$ cat src/rtl/remote_cmd_decoder.sv
// UART (8N1, LSB first) receiver that decodes single-byte ASCII remote commands
// into the car control bus, with a failsafe watchdog that stops the car on link silence.
module remote_cmd_decoder #(
    parameter int unsigned CLK_FREQ       = 100_000_000,
    parameter int unsigned BAUD           = 9600,
    parameter int unsigned TIMEOUT_CYCLES = 50_000_000
) (
    input  logic       clk,
    input  logic       reset,
    input  logic       rx,
    output logic [3:0] car_mode,
    output logic [1:0] car_state,
    output logic       shutdown,
    output logic       headlight,
    output logic       yellow_flash,
    output logic       frame_err,
    output logic       cmd_err
);
    localparam int unsigned DIV_RAW = CLK_FREQ / BAUD;
    localparam int unsigned DIV     = (DIV_RAW < 4) ? 4 : DIV_RAW;
    localparam int          CW      = $clog2(DIV);
    localparam logic [CW-1:0] BIT_LAST  = CW'(DIV - 1);
    localparam logic [CW-1:0] HALF_LAST = CW'(DIV / 2 - 1);
    localparam logic [31:0]   WD_LAST   = 32'(TIMEOUT_CYCLES - 1);

    localparam logic [7:0] CMD_F = 8'h46;
    localparam logic [7:0] CMD_B = 8'h42;
    localparam logic [7:0] CMD_L = 8'h4C;
    localparam logic [7:0] CMD_R = 8'h52;
    localparam logic [7:0] CMD_C = 8'h43;
    localparam logic [7:0] CMD_S = 8'h53;
    localparam logic [7:0] CMD_P = 8'h50;
    localparam logic [7:0] CMD_H = 8'h48;
    localparam logic [7:0] CMD_Y = 8'h59;
    localparam logic [7:0] CMD_D = 8'h44;

    typedef enum logic [2:0] {IDLE, START, DATA, STOP, WAIT_HIGH} rx_state_t;

    rx_state_t      state;
    logic [CW-1:0]  cnt;
    logic [2:0]     bit_idx;
    logic [7:0]     rx_byte;
    logic           byte_valid;
    logic           armed;
    logic           rx_meta;
    logic           rxs;
    logic [31:0]    wd_cnt;
    logic           dance;
    logic           is_drive;
    logic           wd_fire;

    // Synchroniser resets low so a line held low across reset release is not mistaken for idle.
    always_ff @(posedge clk or negedge reset) begin
        if (!reset) begin
            rx_meta <= 1'b0;
            rxs     <= 1'b0;
        end else begin
            rx_meta <= rx;
            rxs     <= rx_meta;
        end
    end

    // byte_valid is a one-cycle strobe; rx_byte is stable while it is high and
    // is consumed by the decoder on that same edge (no back-pressure exists).
    always_ff @(posedge clk or negedge reset) begin
        if (!reset) begin
            state      <= IDLE;
            cnt        <= '0;
            bit_idx    <= '0;
            rx_byte    <= '0;
            byte_valid <= 1'b0;
            frame_err  <= 1'b0;
            armed      <= 1'b0;
        end else begin
            byte_valid <= 1'b0;
            frame_err  <= 1'b0;
            case (state)
                IDLE: begin
                    cnt <= '0;
                    if (rxs) armed <= 1'b1;
                    else if (armed) state <= START;
                end
                START: begin
                    if (cnt == HALF_LAST) begin
                        cnt     <= '0;
                        bit_idx <= '0;
                        state   <= rxs ? IDLE : DATA;
                    end else begin
                        cnt <= cnt + 1'b1;
                    end
                end
                DATA: begin
                    if (cnt == BIT_LAST) begin
                        cnt     <= '0;
                        rx_byte <= {rxs, rx_byte[7:1]};
                        if (bit_idx == 3'd7) state <= STOP;
                        else bit_idx <= bit_idx + 3'd1;
                    end else begin
                        cnt <= cnt + 1'b1;
                    end
                end
                STOP: begin
                    if (cnt == BIT_LAST) begin
                        cnt <= '0;
                        if (rxs) begin
                            byte_valid <= 1'b1;
                            state      <= IDLE;
                        end else begin
                            frame_err <= 1'b1;
                            state     <= WAIT_HIGH;
                        end
                    end else begin
                        cnt <= cnt + 1'b1;
                    end
                end
                WAIT_HIGH: if (rxs) state <= IDLE;
                default:   state <= IDLE;
            endcase
        end
    end

    assign dance = (car_state == 2'b11);

    always_comb begin
        is_drive = byte_valid && (rx_byte inside {CMD_F, CMD_B, CMD_L, CMD_R, CMD_C, CMD_S});
        wd_fire  = (TIMEOUT_CYCLES != 0) && (car_mode != 4'b0000) && (wd_cnt == WD_LAST);
    end

    always_ff @(posedge clk or negedge reset) begin
        if (!reset) begin
            car_mode     <= 4'b0000;
            car_state    <= 2'b00;
            shutdown     <= 1'b0;
            headlight    <= 1'b0;
            yellow_flash <= 1'b0;
            cmd_err      <= 1'b0;
            wd_cnt       <= '0;
        end else begin
            shutdown     <= 1'b0;
            headlight    <= 1'b0;
            yellow_flash <= 1'b0;
            cmd_err      <= 1'b0;
            if (is_drive || car_mode == 4'b0000) wd_cnt <= '0;
            else if (wd_cnt != '1) wd_cnt <= wd_cnt + 32'd1;
            // A drive command on the firing cycle takes precedence over the timeout.
            if (wd_fire && !is_drive) car_mode <= 4'b0000;
            if (byte_valid) begin
                case (rx_byte)
                    CMD_F: if (!dance) car_mode[3:2] <= 2'b10;
                    CMD_B: if (!dance) car_mode[3:2] <= 2'b01;
                    CMD_L: if (!dance) car_mode[1:0] <= 2'b10;
                    CMD_R: if (!dance) car_mode[1:0] <= 2'b01;
                    CMD_C: if (!dance) car_mode[1:0] <= 2'b00;
                    CMD_S: car_mode <= 4'b0000;
                    CMD_P: shutdown <= 1'b1;
                    CMD_H: headlight <= 1'b1;
                    CMD_Y: yellow_flash <= 1'b1;
                    CMD_D: begin
                        car_state <= dance ? 2'b00 : 2'b11;
                        if (!dance) car_mode <= 4'b0000;
                    end
                    default: cmd_err <= 1'b1;
                endcase
            end
        end
    end
endmodule

$ cat config.mk
export PLATFORM = sky130hd
export DESIGN_NAME = remote_cmd_decoder
export DESIGN_NICKNAME = d
export VERILOG_FILES = /design/src/rtl/remote_cmd_decoder.sv
export SDC_FILE = /design/constraint.sdc
export NUM_CORES = 1
export LEC_CHECK = 0
export CAP_MARGIN = 20
export CORE_ASPECT_RATIO = 0.7
export CORE_MARGIN = 4
export CORE_UTILIZATION = 41
export CTS_BUF_LIST = sky130_fd_sc_hd__clkbuf_8
export CTS_CLUSTER_DIAMETER = 50
export CTS_CLUSTER_SIZE = 28
export DETAILED_ROUTE_END_ITERATION = 7
export SLEW_MARGIN = 15
export SYNTH_ARGS = -nofsm -noshare
export SYNTH_HDL_FRONTEND = slang
export SYNTH_SLANG_ARGS = --single-unit
$ cat constraint.sdc
create_clock -name clk -period 2.15 [get_ports clk]
set_input_delay 0.3225 -clock clk [delete_from_list [all_inputs] [get_ports clk]]
set_output_delay 0.3225 -clock clk [all_outputs]
set_load 0.1 [all_outputs]
==> metrics.csv, run 1 <==
metric,value,unit
status,completed,
# clock sinks,74,
Clock transition at path regs,0.09,ns
setup slack after layout,0.130,ns
post-route insts no fill,601,
period utilization,94.0,%
"Distinct cells, synth",56,
pre-CTS WS,0.0730,ns
LEAKAGE,0.00198,µW
die width,126,µm
Slew headroom,59.3,%
Ports,14,
Worst-Margin Slew,0.604,ns
hold_sp,rx_meta,
max-slew violations,0,
Syn Nets,428,
Setup crit end kind,flip-flop,
synthesized area per cell,9.44,µm²
die height,90.4,µm
cell area after synthesis,3980,µm²
Final Hold Vio Count,0,
initial drt markers,239,
Tot GR Track Use,16.8,%
Synth Flop Type,dfrtp_1,
Vias,3350,
Antenna Violating Nets Remaining,0,
core region area,9250,µm²
layout cells sized above 1,20.1,%
reg2reg start,wd_cnt[11],
MaxCap Viol Count,0,
worst r2r dst,wd_cnt[27],
Hold Path End,rxs,
"Clk Latency, worst-skew pair",0.36,ns
fin area,4740,µm²
Worst Setup Path Type,flip-flop to flip-flop,
ant diodes,0,
first-pass GRT wire length,15600,µm
Overflow after GRT,0,
post-layout min period,2.02,ns
Initial Utilization,43.0,%
site row count,29,
CP Launch Type,flip-flop,
Post-Syn Instances,421,
Yosys Warn Count,0,
CTS tree,yes,
clock root cell,clkbuf_8,
r2r worst-path depth,5,
vias per cell,5.57,
number of synthesized register bits,74,
PortBufs,13,
WP data required,2.44,ns
die area,11400,µm²
DRC viols,0,
Placer Congestion,0.839,
wire per inst,15.0,µm
Final #Nets,479,
CP arrival,2.31,ns
PD cells,557,nW/µm²
drt first pass iters,5,
area delta synth->final,19.2,%
largest net degree at the start of global routing,45,
maximum clock frequency,495,MHz
clock skew,0.0146,ns
initial antenna violation count,0,
htree depth,3,
placed insts,575,
R2R Setup Slk,0.13,ns
"Cell Area, Placed",4440,µm²
Final HPWL DP,6320,µm
Peak supply drop,358,µV
worst-path maximum fanout,9,
hold path cells,0,
"EDFF count, synth",0,
final WL,9040,µm
CTS Buf Count,9,
fraction of registers with async set/reset,100,%
Hold Crit Class,flip-flop to flip-flop,
Clock Path Buffers,2,
Finish-stage setup viols,0,
Fin Hold WS,0.345,ns
vias in the first global route,3120,
"Seq/Total Area, Yosys",46.6,%
## registers in the layout (all words and copies together) (netlist names), 3 cells and up
register  count
state         3
rx_byte       8
bit_idx       3
wd_cnt       32
car_mode      4
cnt          14
## area by class of cell
type                    count  area (µm²)
clock inverters             7        45.0
inverters                  13        48.8
multi-input cells         313        2040
repair buffers             61         475
clock buffers               9         124
well taps                 124         155
fillers                   859        4510
flip-flops and latches     74        1850
## metal layers
metal | up-vias | part of all wire, % | global-route usage, % | routed length, µm
li1 | 1641 | - | - | -
met1 | 1611 | 54 | 26.1 | 4840
met2 | 86 | 40 | 22.3 | 3630
met3 | 12 | 4.6 | 4.49 | 413
met4 | 0 | 1.6 | 5.32 | 149
met5 | - | 0 | 0 | 0
## through the flow
step           utilization [%]  total power [µW]  TNS [ns]
2_1_floorplan                -              1610         0
3_3_place_gp              48.0              1690         0
3_5_place_dp              48.0              1690         0
4_1_cts                   50.0              2680         0
5_1_grt                   51.2              2790   -0.0238
6_report                  51.2              2640         0
## report_power, final
part / internal (µW) / switching, µW
clock network: 414 / 548
logic: 96.7 / 121
registers: 1420 / 42.5
total: 1930 / 712
## critical path, stage by stage, from the launching register on
cell and delay, ns:
dfrtp_1 0.36, nand4_1 0.19, or3_1 0.40, a211o_4 0.32, or4_1 0.51, a21oi_1 0.16
## layout by cell type, fill, tap and decap left out, types with 8 or more instances in the layout
cell,Yosys,routed
a21oi_1,10,10
a31oi_1,12,12
and3_1,8,8
buf_4,1,58
clkbuf_8,0,9
dfrtp_1,74,74
inv_1,13,14
mux2_2,10,10
nand2_1,29,29
nand3_1,19,19
nand4_1,16,16
nor2_1,52,52
nor2b_1,8,8
nor3_1,8,8
nor4_1,11,9
o21ai_0,15,15
or3_1,9,9
xnor2_1,24,24
## worst max-delay path by stage
stage / from / to / slack [ns] / cells past startpoint
2_1_floorplan: car_mode[1] / wd_cnt[31] / 0.04 / 5
3_3_place_gp: cnt[0] / state[0] / 0.11 / 6
3_5_place_dp: cnt[0] / state[0] / 0.07 / 6
4_1_cts: cnt[0] / bit_idx[0] / 0.04 / 6
5_1_grt: wd_cnt[26] / wd_cnt[14] / -0.02 / 7
6_report: wd_cnt[11] / wd_cnt[27] / 0.13 / 5
## logic make-up (layout without fill, tap and decap cells)
kind of cell / count (synthesis) / in the layout / share of synthesized area, %
and+or+nand+nor: 197 / 197 / 26.8
adders and majority gates: 5 / 5 / 1.51
AOI/OAI and AO/OA: 70 / 70 / 12.0
xor gates and xnor gates: 28 / 28 / 6.17
DFF: 74 / 74 / 46.6
muxes: 13 / 13 / 3.59
buffers and inverters: 34 / 90 / 3.40
## cells in the mapped netlist, types with 4 or more instances
master	n	area share, %
or3_1	9	1.4
nor2b_1	8	1.3
nand4_1	16	2.5
and2_1	6	0.94
a31oi_1	12	1.9
and3_1	8	1.3
a21o_1	4	0.76
ha_1	4	1.3
a21oi_1	10	1.3
dfrtp_1	74	47
nor4_1	11	1.7
xnor2_1	24	5.3
and4_1	4	0.88
nand3_1	19	2.4
o21ai_0	15	1.9
nor3_1	8	1.0
nand2_1	29	2.7
clkbuf_1	16	1.5
inv_1	13	1.2
xor2_1	4	0.88
or4_1	5	0.94
nor4b_1	6	1.3
mux2_2	10	2.8
nor2_1	52	4.9
## repair_timing
item / CTS / global route
buffers inserted: 0 / 9
gates resized for setup: 1 / 8
setup endpoints to repair: 1 / 32
pin swaps: 0 / 3
hold buffers: 1 / 0
endpoints found under the hold margin: 30 / 0
Power figures use the tool's default switching activity.
==> run 2: changes to the inputs <==
CORE_UTILIZATION = 57   (was 41)
PLACE_DENSITY = 0.78   (was not set)
==> metrics.csv, run 2 (same netlist as run 1, synthesis figures left out) <==
metric,value,unit,change
status,completed,,
Worst Setup Path Type,flip-flop to flip-flop,,
M1 WL,4300,µm,-11%
ant diodes,0,,unchanged
Ports,14,,unchanged
post-layout min period,2.04,ns,+0.0238 ns
initial drt markers,211,,-12%
pre-CTS WS,0.0951,ns,+0.0221 ns
final WL,8860,µm,-2.0%
Largest register FFs,32,,unchanged
Final HPWL DP,6260,µm,-1.0%
Peak supply drop,388,µV,+8.4%
crit path cell chain,"nand4_1, or3_1, a211o_4, buf_4, or4_1, nand2_1",,
drt first pass iters,5,,unchanged
Finish-stage setup viols,0,,unchanged
max-slew violations,0,,unchanged
die width,108,µm,-14%
Hold Crit Class,flip-flop to flip-flop,,
Reg with most FFs,wd_cnt,,
PD cells,593,nW/µm²,+6.4%
MaxCap Viol Count,0,,unchanged
Clock transition at path regs,0.08,ns,about the same
LEAKAGE,0.00197,µW,-0.20%
Largest regs,"wd_cnt: 32 flops, cnt: 14 flops, rx_byte: 8 flops",,
setup TNS,0,ns,unchanged
setup slack after layout,0.106,ns,-0.0238 ns
"Clk Latency, worst-skew pair",0.34,ns,-0.02 ns
"most common cell after layout, fill and taps aside",dfrtp_1,,
area delta synth->final,17.4,%,
"Cell Area, Placed",4420,µm²,-0.51%
fin area,4670,µm²,-1.5%
DRC viols,0,,unchanged
Setup crit end kind,flip-flop,,
met2 routed WL,4010,µm,+10%
critical path's top delay family,simple AND/OR/NAND/NOR gates,,
Final Util,69.1,%,+18 points
Worst-Margin Slew,0.696,ns,+0.0916 ns
wire per inst,15.7,µm,+4.2%
largest net degree at the start of global routing,39,,-13%
Met3 Routed Length,477,µm,+15%
CTS Buf Count,9,,unchanged
placed insts,547,,-4.9%
clock root cell,clkbuf_8,,
CP arrival,2.32,ns,about the same
clock skew,0.0102,ns,-0.00442 ns
Initial Utilization,58.9,%,+16 points
Top Metal Used,met4,,
WP data required,2.43,ns,about the same
first-pass GRT wire length,15400,µm,-1.2%
maximum clock frequency,489,MHz,-1.2%
Final Hold Vio Count,0,,unchanged
RSZ-0062 raised after global routing,false,,
vias per cell,6.05,,+8.5%
Tot GR Track Use,22.9,%,+6.0 points
critical path's slowest cell,or4_1,,
Slew headroom,53.0,%,-6.3 points
initial antenna violation count,0,,unchanged
"Largest stage delay, worst path",0.46,ns,-0.05 ns
Antenna Violating Nets Remaining,0,,unchanged
layout cells sized above 1,18.7,%,-1.4 points
htree depth,3,,unchanged
CP Launch Type,flip-flop,,
Vias,3417,,+2.0%
"leading cell types in the layout, fill and taps excluded","dfrtp_1 (74), nor2_1 (52), buf_4 (52)",,
Overflow after GRT,0,,unchanged
Bufs and invs on worst path,1,,+1
CTS tree,yes,,
core region area,6760,µm²,-27%
site row count,25,,-14%
post-route insts no fill,565,,-6.0%
PortBufs,13,,unchanged
Clock Path Buffers,2,,unchanged
vias in the first global route,3269,,+4.8%
worst-path maximum fanout,8,,-1
Final #Nets,473,,-1.3%
# clock sinks,74,,unchanged
period utilization,95.1,%,+1.1 points
Placer Congestion,0.877,,+4.6%
die height,77.9,µm,-14%
die area,8400,µm²,-26%
run 2: per-layer routing:
layer,up-vias,track usage [%]
li1,1627,-
met1,1681,31.9
met2,102,35.0
met3,7,5.74
met4,0,7.31
met5,-,0
run 2: what timing repair did:
item,in CTS,in global routing
hold buffers,1,0
hold endpoints to repair,37,0
gates resized for setup,0,7
buffers inserted,0,1
setup endpoints to repair,0,17
run 2: layout make-up:
| class | count | area, µm² |
|---|---|---|
| fillers | 531 | 2090 |
| multi-input cells | 313 | 2020 |
| flip-flops and latches | 74 | 1850 |
| repair buffers | 55 | 430 |
| clock buffers | 10 | 138 |
| well taps | 94 | 118 |
| clock inverters | 6 | 58.8 |
| inverters | 13 | 48.8 |
run 2: path summary, 6_finish.rpt:
path	from	end	slack, ns	cells after the start
max	wd_cnt[14]	wd_cnt[31]	0.11	6
min in group asynchronous	reset	cmd_err	0.49	2
max reg2reg	wd_cnt[14]	wd_cnt[31]	0.11	6
max in group asynchronous	reset	state[0]	1.08	3
min reg2reg	rx_meta	rxs	0.36	0
min	rx_meta	rxs	0.36	0
run 2: worst register-to-register path, stage by stage (launching register included):
cell     delay [ns]
dfrtp_1        0.41
nand4_1        0.13
or3_1          0.41
a211o_4        0.33
buf_4          0.17
or4_1          0.46
nand2_1        0.08
run 2: per-stage QoR:
stage               total power [µW]  hold WS [ns]
floorplan                       1610        0.0269
global placement                1690         0.315
detailed placement              1690         0.322
CTS                             2780         0.367
global route                    2890         0.375
finish                          2770         0.363
run 2: power breakdown:
group / internal (µW) / leakage (µW) / switching (µW)
Clock: 560 / 0.000105 / 521
Combinational: 104 / 0.000845 / 127
Sequential: 1420 / 0.00102 / 39.1
